**src/rtl/noc_pkg.sv**
```systemverilog
// Shared NoC definitions: address width, default flit geometry and the
// helper that pulls the destination address out of a flit.
package noc_pkg;

  localparam int ADDR_W         = 8;
  localparam int DEFAULT_DATA_W = 32;
  localparam int DEFAULT_DEPTH  = 4;

  // Widest flit the address helper accepts; narrower flits are zero-extended.
  localparam int FLIT_W_MAX = 256;

  // Destination address lives in the top ADDR_W bits of a data_w-bit flit
  // (x in the upper nibble, y in the lower nibble).
  function automatic logic [ADDR_W-1:0] flit_addr(input logic [FLIT_W_MAX-1:0] flit,
                                                  input int unsigned           data_w);
    return ADDR_W'(flit >> (data_w - ADDR_W));
  endfunction

endpackage

```
**src/rtl/input_port_buffer.sv**
```systemverilog
// Router input-port FIFO: circular buffer with first-word-fall-through head,
// back-pressure, and sticky overflow/underflow error flags.
module input_port_buffer
  import noc_pkg::*;
#(
  parameter int DATA_W = DEFAULT_DATA_W,
  parameter int DEPTH  = DEFAULT_DEPTH
) (
  input  logic                     clk,
  input  logic                     rst,
  input  logic [DATA_W-1:0]        data_i,
  input  logic                     valid_i,
  output logic                     buffer_full_o,
  output logic                     packet_valid_o,
  output logic [ADDR_W-1:0]        packet_addr_o,
  output logic [DATA_W-1:0]        data_o,
  input  logic                     grant_i,
  output logic [$clog2(DEPTH):0]   count_o,
  output logic                     overflow_o,
  output logic                     underflow_o
);

  localparam int PTR_W = $clog2(DEPTH);
  localparam int CNT_W = PTR_W + 1;
  localparam logic [CNT_W-1:0] FULL_CNT = CNT_W'(DEPTH);

  logic [DATA_W-1:0]     mem_q [DEPTH];
  logic [PTR_W-1:0]      wr_ptr_q, wr_ptr_d;
  logic [PTR_W-1:0]      rd_ptr_q, rd_ptr_d;
  logic [CNT_W-1:0]      count_q, count_d;
  logic                  overflow_q, overflow_d;
  logic                  underflow_q, underflow_d;

  logic                  full, empty, push, pop;
  logic [FLIT_W_MAX-1:0] head_ext;

  assign full  = (count_q == FULL_CNT);
  assign empty = (count_q == '0);
  // A pop frees a slot in the same edge, so a full buffer still accepts a
  // write when it is also being drained (pass-through).
  assign pop   = grant_i & ~empty;
  assign push  = valid_i & (~full | pop);

  // Next-state for pointers, occupancy and sticky error flags.
  always_comb begin
    wr_ptr_d    = wr_ptr_q;
    rd_ptr_d    = rd_ptr_q;
    count_d     = count_q + CNT_W'(push) - CNT_W'(pop);
    overflow_d  = overflow_q | (valid_i & ~push);
    underflow_d = underflow_q | (grant_i & empty);
    if (push) wr_ptr_d = wr_ptr_q + PTR_W'(1);
    if (pop)  rd_ptr_d = rd_ptr_q + PTR_W'(1);
  end

  // Control state register; reset clears occupancy so buffered flits are discarded.
  always_ff @(posedge clk or negedge rst) begin
    if (!rst) begin
      wr_ptr_q    <= '0;
      rd_ptr_q    <= '0;
      count_q     <= '0;
      overflow_q  <= 1'b0;
      underflow_q <= 1'b0;
    end else begin
      wr_ptr_q    <= wr_ptr_d;
      rd_ptr_q    <= rd_ptr_d;
      count_q     <= count_d;
      overflow_q  <= overflow_d;
      underflow_q <= underflow_d;
    end
  end

  // Flit storage; contents are intentionally left untouched by reset.
  always_ff @(posedge clk) begin
    if (push) mem_q[wr_ptr_q] <= data_i;
  end

  // Zero-extend the head flit so the shared address helper can decode it.
  always_comb begin
    head_ext               = '0;
    head_ext[DATA_W-1:0]   = mem_q[rd_ptr_q];
  end

  // Head is read combinationally from the read pointer: a written flit is
  // visible right after its write edge and holds until it is popped.
  assign data_o         = mem_q[rd_ptr_q];
  assign packet_addr_o  = flit_addr(head_ext, DATA_W);
  assign packet_valid_o = ~empty;
  assign buffer_full_o  = full;
  assign count_o        = count_q;
  assign overflow_o     = overflow_q;
  assign underflow_o    = underflow_q;

endmodule
```
**config.mk**
```make
export PLATFORM = sky130hd
export DESIGN_NAME = input_port_buffer
export DESIGN_NICKNAME = d
export VERILOG_FILES = /design/src/rtl/noc_pkg.sv /design/src/rtl/input_port_buffer.sv
export SDC_FILE = /design/constraint.sdc
export NUM_CORES = 1
export LEC_CHECK = 0
export ABC_AREA = 1
export CAP_MARGIN = 15
export CORE_ASPECT_RATIO = 0.9
export CORE_MARGIN = 8
export CORE_UTILIZATION = 45
export DETAILED_ROUTE_END_ITERATION = 7
export GPL_TIMING_DRIVEN = 0
export PLACE_DENSITY = 0.69
export SLEW_MARGIN = 25
export SYNTH_ARGS = -nofsm -noshare
export SYNTH_HDL_FRONTEND = slang
export SYNTH_SLANG_ARGS = --single-unit
```
**constraint.sdc**
```tcl
create_clock -name clk -period 2.8 [get_ports clk]
set_input_delay 0.28 -clock clk [delete_from_list [all_inputs] [get_ports clk]]
set_output_delay 0.28 -clock clk [all_outputs]
set_load 0.05 [all_outputs]
```
Word level (Yosys, flattened, before mapping)
Memory sizes are Yosys's and may differ from the RTL's.
Cells that the tools add are included.
{ "totals": {"word_cells": 24, "n_memories": 1, "reg_bits": 9, "mem_bits_rw": 128} }
{ "mem_list": {"columns": ["memory", "depth", "width", "rd", "rd_ports_with_merged_regs", "wr", "line_no", "text"], "rows": [
  ["mem_q", 4, 32, 1, 0, 1, "input_port_buffer.sv:27", "logic [DATA_W-1:0] mem_q [DEPTH];"]
]} }
{ "classes": {"n_reduce_logical": 1, "eq_ne": 1, "add_sub_neg": 4, "muxes": 2, "bitwise": 10} }
{ "ops": {"columns": ["operator", "count"], "rows": [
  ["$add A2 B1 Y2 const B", 2],
  ["$and A1 B1 Y1", 4],
  ["$add A3 B1 Y3", 1],
  ["$eq A3 B3 Y1 const B", 1],
  ["$logic_not A3 Y1", 1],
  ["$not A1 Y1", 3],
  ["$or A1 B1 Y1", 3],
  ["$sub A3 B1 Y3", 1],
  ["$mux W1", 2]
]} }

Longest topological paths before layout
Gate-level depths: netlist of the first run.
{ "depth": {"word_depth": 8, "depth_mapped": 8} }

Worst setup path before layout of the first run
Ideal clock, no wire load.
{ "synth_path": {"path_type": "register to register", "from": "reg count_q[1], in the netlist count_o[1]", "to": "mem mem_q[0][0] (netlist bit) (enable)", "t_required_ns": 2.379, "synth_period_minus_slack_ns": 2.858, "n_path_buf": 0, "arrival_time_ns": 2.437, "stages_incl_launch_ff": 5, "path_slack_ns": -0.058, "setup_time_ns": 0.421, "path_cell_list": "dfrtp_1 -> nor2_1 -> nand3_1 -> nand2_1 -> nor2_1"} }
{ "synth_between": {"elab_chain_cells": 7} }
{ "synth_lines": {"columns": ["element", "line_no", "text"], "rows": [
  ["start: declaration", "input_port_buffer.sv:30", "logic [CNT_W-1:0] count_q, count_d;"],
  ["start signal: assignment", "input_port_buffer.sv:66", "count_q <= count_d;"],
  ["$logic_not A3 Y1", "input_port_buffer.sv:38", "assign empty = (count_q == '0);"],
  ["$not A1 Y1", "input_port_buffer.sv:41", "assign pop = grant_i & ~empty;"],
  ["$and A1 B1 Y1", "input_port_buffer.sv:41", null],
  ["$or A1 B1 Y1 *", "input_port_buffer.sv:42", "assign push = valid_i & (~full | pop);"],
  ["$and A1 B1 Y1 *", "input_port_buffer.sv:42", null],
  ["$mux W1 *", "input_port_buffer.sv:74", "if (push) mem_q[wr_ptr_q] <= data_i;"],
  ["$mux W1 (not written as such) *", "input_port_buffer.sv:74", null],
  ["end: declaration", "input_port_buffer.sv:27", null]
]} }
Mark *: on every way between the ends. The rest lies on a longest branch, timed or not.

Final worst setup path of the first run
{ "layout_path": {"from": "reg rd_ptr_q[0]", "to": "out packet_addr_o[2]"} }
{ "layout_between": {"elab_chain_cells": 1} }
{ "layout_lines": {"columns": ["element", "line_no", "text"], "rows": [
  ["start: declaration", "input_port_buffer.sv:29", "logic [PTR_W-1:0] rd_ptr_q, rd_ptr_d;"],
  ["start signal: assignment", "input_port_buffer.sv:65", "rd_ptr_q <= rd_ptr_d;"],
  ["$mem_v2 Z4 W32", null, null],
  ["end: declaration", "input_port_buffer.sv:15", "output logic [ADDR_W-1:0] packet_addr_o,"]
]} }
No other way between the ends.

==> results of run 1 <==
[final cells by class]
cell class                      instances  area, um^2  share of cell area [%]
Clock inverter                         14       180.2                   2.518
Sequential cell                       137        4069                   56.87
Timing Repair Buffer                   87       937.1                   13.10
Clock buffer                           18       429.2                   5.999
Tap cell                              160       200.2                   2.798
Inverter                               13       53.80                  0.7520
Buffer                                 28       188.9                   2.641
Multi-Input combinational cell        229        1096                   15.32
[cell usage after synthesis]
| library cell | instances | area, um^2 |
|---|---|---|
| clkinv_4 | 1 | 8.760 |
| inv_1 | 11 | 41.29 |
| nand2_1 | 15 | 56.30 |
| clkbuf_1 | 4 | 15.01 |
| fa_1 | 1 | 20.02 |
| buf_6 | 4 | 45.04 |
| buf_4 | 10 | 75.07 |
| o21bai_1 | 2 | 15.01 |
| edfxtp_1 | 128 | 3844 |
| buf_2 | 10 | 50.05 |
| dfrtp_1 | 9 | 225.2 |
| o21ai_1 | 81 | 405.4 |
| o21ai_0 | 16 | 80.08 |
| nor2_1 | 101 | 379.1 |
| xnor2_1 | 2 | 17.52 |
| inv_2 | 1 | 3.750 |
| ha_1 | 5 | 62.56 |
| nand3_1 | 6 | 30.03 |
[registers in the layout, indices dropped and copies added, names as in the netlist]
signal / flops
count_o: 3
mem_q: 128
overflow_o: 1
rd_ptr_q: 2
underflow_o: 1
wr_ptr_q: 2
[worst max-delay path by stage]
stage,end,slack [ns],cells past startpoint
3_3_place_gp,mem_q[0][18],-1.27,5
5_1_grt,packet_addr_o[1],0.005,7
2_1_floorplan,mem_q[0][0],-0.06,4
3_5_place_dp,packet_addr_o[6],0.20,6
4_1_cts,data_o[15],0.003,5
6_report,packet_addr_o[2],0.19,7
[placed cells by master, fill, tap and decap left out, types with 5 or more instances in the layout]
cell | netlist | routed
buf_16 | 0 | 5
buf_2 | 10 | 10
buf_4 | 10 | 11
clkbuf_16 | 0 | 17
clkdlybuf4s50_1 | 0 | 42
dfrtp_1 | 9 | 9
dlygate4sd2_1 | 0 | 29
dlymetal6s2s_1 | 0 | 7
edfxtp_1 | 128 | 128
ha_1 | 5 | 5
inv_1 | 11 | 11
nand2_1 | 15 | 15
nand3_1 | 6 | 6
nor2_1 | 101 | 97
o21ai_0 | 16 | 16
o21ai_1 | 81 | 81
[metal layers]
layer	global-route usage [%]	wire (um)	up-vias
li1	-	-	1657
met1	18.72	5300	1674
met2	26.26	5936	99
met3	5.764	679	9
met4	5.149	99	0
met5	0	0	-
[critical path, delay by kind of cell (launching register included)]
kind	cells	cell delay [ns]
compound gates	2	0.29
buf+inv	5	1.21
flops	1	0.42
[repair_timing]
| action | in CTS | in global routing |
|---|---|---|
| buffers inserted | 0 | 0 |
| gates resized for setup | 34 | 14 |
| endpoints found under the setup margin | 35 | 10 |
[cells by family (layout without fill, tap and decap cells)]
family / count (synthesis) / after routing
xor+xnor: 2 / 2
compound gates: 99 / 99
flops: 137 / 137
simple gates: 122 / 122
buf+inv: 41 / 160
fa+ha+maj: 6 / 6
[metrics by stage]
stage               std cells  hold slack [ns]  instance area [um^2]  TNS [ns]
CTS                       686           0.1620                  7131         0
global route              686           0.1837                  7154         0
finish                    686           0.1576                  7154         0
detailed placement        654           0.4697                  6563         0
global placement          649           0.4622                  6395   -153.06
floorplan                 407         -0.01559                  5374    -7.413
==> flow_metrics.tcl, run 1 <==
set metrics [dict create \
    synth_fa_ha_area_share_pct 1.537 \
    nets 555 \
    ys_warn_count 0 \
    synth_xor_area_share_pct 0.3260 \
    dr.pass1.iters 4 \
    areaGrowthSynthToFinish_pct 33.13 \
    grt_pass1_wl_um 19220 \
    cts_root_buffer "clkbuf_16" \
    ios 83 \
    critPathRequiredTime_ns 2.52 \
    insertedDiodeCount 0 \
    ant_nets 0 \
    floorplan.initialDensity_pct 45.39 \
    setup_slack_ns 0.1896 \
    syn_avg_cell_area_um2 13.20 \
    die_h_um 119.7 \
    synth_compound_area_share_pct 9.313 \
    wirelength_um 12020 \
    netlist_instances 407 \
    hold_viol 0 \
    criticalPathCategory "reg -> out" \
    relSlewSlack_pct 52.06 \
    tritoncts "done" \
    path_cells "inv_2, buf_2, buf_2, o21ai_1, o21ai_1, buf_4, clkdlybuf4s15_1" \
    cts.clk_slew.worst_paths_ns 0.06 \
    place_hpwl_um 7805 \
    r2r_setup_slack_ns 0.71 \
    clk_path_buf_depth 2 \
    place_ws_ns 0.1986 \
    reg2reg_from "count_o[1]" \
    fin_skew_ns 0.01869 \
    synthMuxAreaShare_pct 0 \
    yosys_register_bits 137 \
    io_buffers 82 \
    min_path_type "in -> async" \
    detail_route.iter0.violations 260 \
    post-route-util_pct 60.43 \
    antenna_found_initial 0 \
    wire_per_inst_um 17.52 \
    grt_pass1_vias 3619 \
    critPathLaunchType "flop" \
    grt_max_degree 20 \
    core_um2 11840 \
    fill_cells 936 \
    clock_latency_ns 0.42 \
    finalSetupViolCount 0 \
    crit_start "rd_ptr_q[0]" \
    crit_arrival_ns 2.33 \
    slowest_delay_ns 0.48 \
    syn_area_um2 5374 \
    syn_nets 449 \
    drv_cap 0 \
    finalCritPeriodShare_pct 93.23 \
    cts_num_sinks 137 \
    cts_hold_buf 0 \
    rsz0062_at_grt "no" \
    drive_gt1_share_pct 12.93 \
    h-tree-depth 4 \
    grt_overflow 0 \
    routed-via-count 3439 \
    grt.total_usage_pct 15.77 \
    ys_seq_area_share_pct 75.72 \
    worst_setup_path_end_kind "output port" \
    fp-row-count 38 \
    cts_made_buffers 17 \
    status "finished clean" \
    worstPathMaxFanout 10 \
    max_freq_mhz 383.1 \
    tightest_slew_ns 0.7174 \
    drc 0 \
    gp_congestion 0.7285 \
    synth.distinct_cells 18 \
    reg2reg_depth 5 \
    die-area_um2 15700 \
    critical_path.slowest_cell "clkdlybuf4s15_1" \
    vias_per_cell 5.013 \
    synthSimpleGateAreaFrac_pct 8.661 \
    finalMaxSlewViolations 0 \
    synth_top_family_by_area "compound AO/OA/AOI/OAI gates" \
    post-route-min-period_ns 2.610 \
    timing.rr.end "mem_q[2][29]" \
    die_w_um 131.2 \
]
Power of run 1 is left out: the tool's default activity adds up to more than one toggle a clock period on the data nets, which glitch-free logic cannot reach.
==> run 2: changes to the inputs <==
Settings changed: CORE_MARGIN 8 to 10, CORE_UTILIZATION 45 to 29, PLACE_DENSITY 0.69 to default.
==> run 2 against run 1 <==
- count of clock-buffer cells in the layout grew 5
- sequential share of layout area is 0.43 points higher
- via count decreased by 2.4%
- setup slack worse by 0.0027 ns
- final cell count is 12% higher
- critical path depth unchanged
- first-iteration DRC count down 17%
- routed wire length increased by 9.0%
- die area increased by 55%
- register-to-register slack gained 0.04 ns
- flip-flop and latch count unchanged
- critical path type unchanged
- highest routed layer unchanged
==> flow_metrics.tcl, run 2 (same netlist as run 1, synthesis figures left out) <==
set metrics [dict create \
    layout_commonest_cell "edfxtp_1" \
    cts_made_buffers 17 \
    die_w_um 163.5 \
    io_buffers 82 \
    fp-row-count 47 \
    die-area_um2 24380 \
    cts.clk_slew.worst_paths_ns 0.05 \
    grt_use_met1_pct 12.80 \
    wire_per_inst_um 17.04 \
    grt_overflow 0 \
    min_path_type "in -> async" \
    grt.total_usage_pct 11.17 \
    clock_latency_ns 0.41 \
    busiest_layer "met2" \
    relSlewSlack_pct 55.96 \
    final_cell_mix "edfxtp_1, nor2_1, o21ai_1" \
    rsz0062_at_grt "no" \
    areaGrowthSynthToFinish_pct 32.13 \
    dr.pass1.iters 4 \
    crit_arrival_ns 2.33 \
    finalMaxSlewViolations 0 \
    timing.rr.end "mem_q[1][17]" \
    worst_setup_path_end_kind "output port" \
    met2_usage_pct 19.00 \
    h-tree-depth 4 \
    reg2reg_from "count_o[1]" \
    place_hpwl_um 8559 \
    ant_nets 0 \
    critPathRequiredTime_ns 2.52 \
    cts_root_buffer "clkbuf_16" \
    hold_viol 0 \
    ios 83 \
    floorplan.initialDensity_pct 29.38 \
    tritoncts "done" \
    vias_per_cell 4.363 \
    antenna_found_initial 1 \
    gp_congestion 0.7475 \
    criticalPathCategory "reg -> out" \
    drv_cap 0 \
    cts_num_sinks 137 \
    status "finished clean" \
    grt_max_degree 18 \
    clk_path_buf_depth 2 \
    critPathLaunchType "flop" \
    finalSetupViolCount 0 \
    routed-via-count 3355 \
    post-route-min-period_ns 2.613 \
    die_h_um 149.1 \
    largest_reg_flops 128 \
    grt_pass1_vias 3607 \
    r2r_setup_slack_ns 0.75 \
    use_met3_pct 4.056 \
    wirelength_um 13100 \
    drc 0 \
    largest-register "mem_q" \
    reg2reg_depth 5 \
    worstPathMaxFanout 10 \
    grt_pass1_wl_um 20310 \
    max_freq_mhz 382.7 \
    finalCritPeriodShare_pct 93.32 \
    fin_skew_ns 0.004981 \
    cts_setup_buffers 0 \
    nets 554 \
    detail_route.iter0.violations 215 \
    tightest_slew_ns 0.6590 \
    core_um2 18290 \
    drive_gt1_share_pct 11.28 \
    cts_hold_buf 0 \
    post-route-util_pct 38.82 \
]
run 2: timing repair:
action	CTS	global route
setup endpoints to repair	40	9
resized for setup	38	10
pin swaps	0	0
run 2: cell type report:
class	instances	area, um^2
plain buffers	28	190.2
inverters	13	53.80
clock inverters	7	30.03
flip-flops and latches	137	4069
multi-input cells	229	1096
fillers	1748	11190
diodes	1	2.502
repair buffers	86	904.6
clock buffers	23	447.9
well taps	245	306.5
run 2: per-layer routing:
| metal | share of wire [%] | up-vias |
|---|---|---|
| met1 | 43 | 1612 |
| li1 | - | 1649 |
| met2 | 50 | 80 |
| met3 | 6.1 | 14 |
| met5 | 0 | - |
| met4 | 1.1 | 0 |
run 2: how the worst max path moves through the flow:
stage,from,end,slack (ns),cells past startpoint
after detailed placement,rd_ptr_q[1],packet_addr_o[7],0.03,6
after CTS,rd_ptr_q[0],data_o[23],0.0002,6
after global placement,grant_i,mem_q[0][12],-1.38,5
after global routing,rd_ptr_q[0],packet_addr_o[2],0.004,7
after floorplan,count_o[1],mem_q[0][0],-0.06,4
final,rd_ptr_q[0],packet_addr_o[0],0.19,7
run 2: metrics by stage:
step | worst slack (ns) | cells | hold WS (ns) | TNS [ns] | cell area, um^2
final | 0.1869 | 769 | 0.1713 | 0 | 7101
after global routing | 0.003697 | 768 | 0.1922 | 0 | 7098
after CTS | 0.0002427 | 768 | 0.1666 | 0 | 7082
after detailed placement | 0.03387 | 738 | 0.4613 | 0 | 6641
after global placement | -1.384 | 734 | 0.4661 | -173.69 | 6501
after floorplan | -0.05792 | 407 | -0.01559 | -7.413 | 5374
run 2: worst max-delay path, cell delays in order, from the launching register on:
cell and delay (ns):
dfrtp_1 0.42, inv_2 0.07, buf_2 0.21, buf_2 0.29, o21ai_1 0.09, o21ai_1 0.18, buf_4 0.13, dlygate4sd2_1 0.52
Power of run 2 is left out for the same reason.
==> run 3: changes to the inputs <==
Settings changed: SLEW_MARGIN 25 to 15.
==> run 3 against run 2 <==
- clock skew unchanged
- flip-flop and latch count unchanged
- register-to-register slack about the same
- first-iteration DRC count unchanged
- die area unchanged
- highest routed layer unchanged
- critical endpoint unchanged
- final cell count unchanged
- core utilization unchanged
==> flow_metrics.tcl, run 3 (same netlist as run 1, synthesis figures left out) <==
set metrics [dict create \
    path_cells "inv_2, buf_2, buf_2, o21ai_1, o21ai_1, buf_4, dlygate4sd2_1" \
    max_freq_mhz 382.7 \
    grt_pass1_vias 3607 \
    rsz0062_at_grt "no" \
    reg2reg_from "count_o[1]" \
    worst_setup_path_end_kind "output port" \
    place_hpwl_um 8559 \
    die-area_um2 24380 \
    critPathRequiredTime_ns 2.52 \
    cp_top_family "buffers and inverters" \
    critPathLaunchType "flop" \
    fin_skew_ns 0.004981 \
    ant_nets 0 \
    h-tree-depth 4 \
    drv_cap 0 \
    fp-row-count 47 \
    criticalPathCategory "reg -> out" \
    timing.rr.end "mem_q[1][17]" \
    met3WireLength_um 799 \
    tightest_slew_ns 0.6590 \
    layout_commonest_cell "edfxtp_1" \
    min_path_type "in -> async" \
    grt.total_usage_pct 11.17 \
    cts_setup_buffers 0 \
    relSlewSlack_pct 55.96 \
    critical_path.slowest_cell "dlygate4sd2_1" \
    setup_tns_ns 0 \
    critPathBufInv 5 \
    dr.pass1.iters 4 \
    cts_num_sinks 137 \
    slowest_delay_ns 0.52 \
    wl_met2_um 6542 \
    drt-met1-wl_um 5612 \
    worstPathMaxFanout 10 \
    tritoncts "done" \
    vias_per_cell 4.363 \
    cts.clk_slew.worst_paths_ns 0.05 \
    finalSetupViolCount 0 \
    grt_pass1_wl_um 20310 \
    clock_latency_ns 0.41 \
    r2r_setup_slack_ns 0.75 \
    hold_viol 0 \
    grt_overflow 0 \
    largest-register "mem_q" \
    wirelength_um 13100 \
    finalCritPeriodShare_pct 93.32 \
    top_layer_used "met4" \
    largest_reg_flops 128 \
    reg2reg_depth 5 \
    gp_congestion 0.7475 \
    cts_root_buffer "clkbuf_16" \
    clk_path_buf_depth 2 \
    core_um2 18290 \
    final_cell_mix "edfxtp_1, nor2_1, o21ai_1" \
    die_h_um 149.1 \
    finalMaxSlewViolations 0 \
    cts_made_buffers 17 \
    nets 554 \
    crit_arrival_ns 2.33 \
    grt_max_degree 18 \
    post-route-min-period_ns 2.613 \
    floorplan.initialDensity_pct 29.38 \
    io_buffers 82 \
    die_w_um 163.5 \
    routed-via-count 3355 \
    ios 83 \
    antenna_found_initial 1 \
    detail_route.iter0.violations 215 \
    areaGrowthSynthToFinish_pct 32.13 \
    drc 0 \
    drive_gt1_share_pct 11.28 \
    wire_per_inst_um 17.04 \
    status "finished clean" \
]
## run 3: cell counts in the layout (fill, tap and decap cells not counted)
No cell type changed its count.
## run 3: through the flow
step	hold slack [ns]	area, um^2	std cells	util [%]	setup WS (ns)
6_report	0.1713	7101	769	38.82	0.1869
2_1_floorplan	-0.01559	5374	407	-	-0.05792
5_1_grt	0.1922	7098	768	38.81	0.003697
4_1_cts	0.1666	7082	768	38.72	0.0002427
3_3_place_gp	0.4661	6501	734	35.55	-1.384
3_5_place_dp	0.4613	6641	738	36.31	0.03387
## run 3: repair_timing
item,in CTS,in global routing
resized for setup,38,10
gates cloned,0,0
setup endpoints to repair,40,9
hold buffers,0,0
## run 3: worst max path at each step
| stage | end | slack [ns] | depth (start not counted) | start |
|---|---|---|---|---|
| 6_report | packet_addr_o[0] | 0.19 | 7 | rd_ptr_q[0] |
| 4_1_cts | data_o[23] | 0.0002 | 6 | rd_ptr_q[0] |
| 3_3_place_gp | mem_q[0][12] | -1.38 | 5 | grant_i |
| 3_5_place_dp | packet_addr_o[7] | 0.03 | 6 | rd_ptr_q[1] |
| 2_1_floorplan | mem_q[0][0] | -0.06 | 4 | count_o[1] |
| 5_1_grt | packet_addr_o[2] | 0.004 | 7 | rd_ptr_q[0] |
## run 3: layer usage
metal	vias to the layer above	global-route usage (%)
met4	0	3.616
met3	14	4.056
met5	-	0
met2	80	19.00
met1	1612	12.80
li1	1649	-
## run 3: cell type report
cell class | count | area [um^2]
antenna | 1 | 2.502
buffer | 28 | 190.2
clock buffer | 23 | 447.9
clock inverter | 7 | 30.03
fill | 1748 | 11190
inverter | 13 | 53.80
multi-input combinational | 229 | 1096
sequential | 137 | 4069
tap | 245 | 306.5
timing repair buffer | 86 | 904.6
## run 3: worst register-to-register path, stage by stage, from the launching register on
cell	delay (ns)
dfrtp_1	0.38
nor2_1	0.09
nand3_1	0.15
nand2_1	0.28
nor2_4	0.60
buf_16	0.25
Power of run 3 is left out for the same reason.
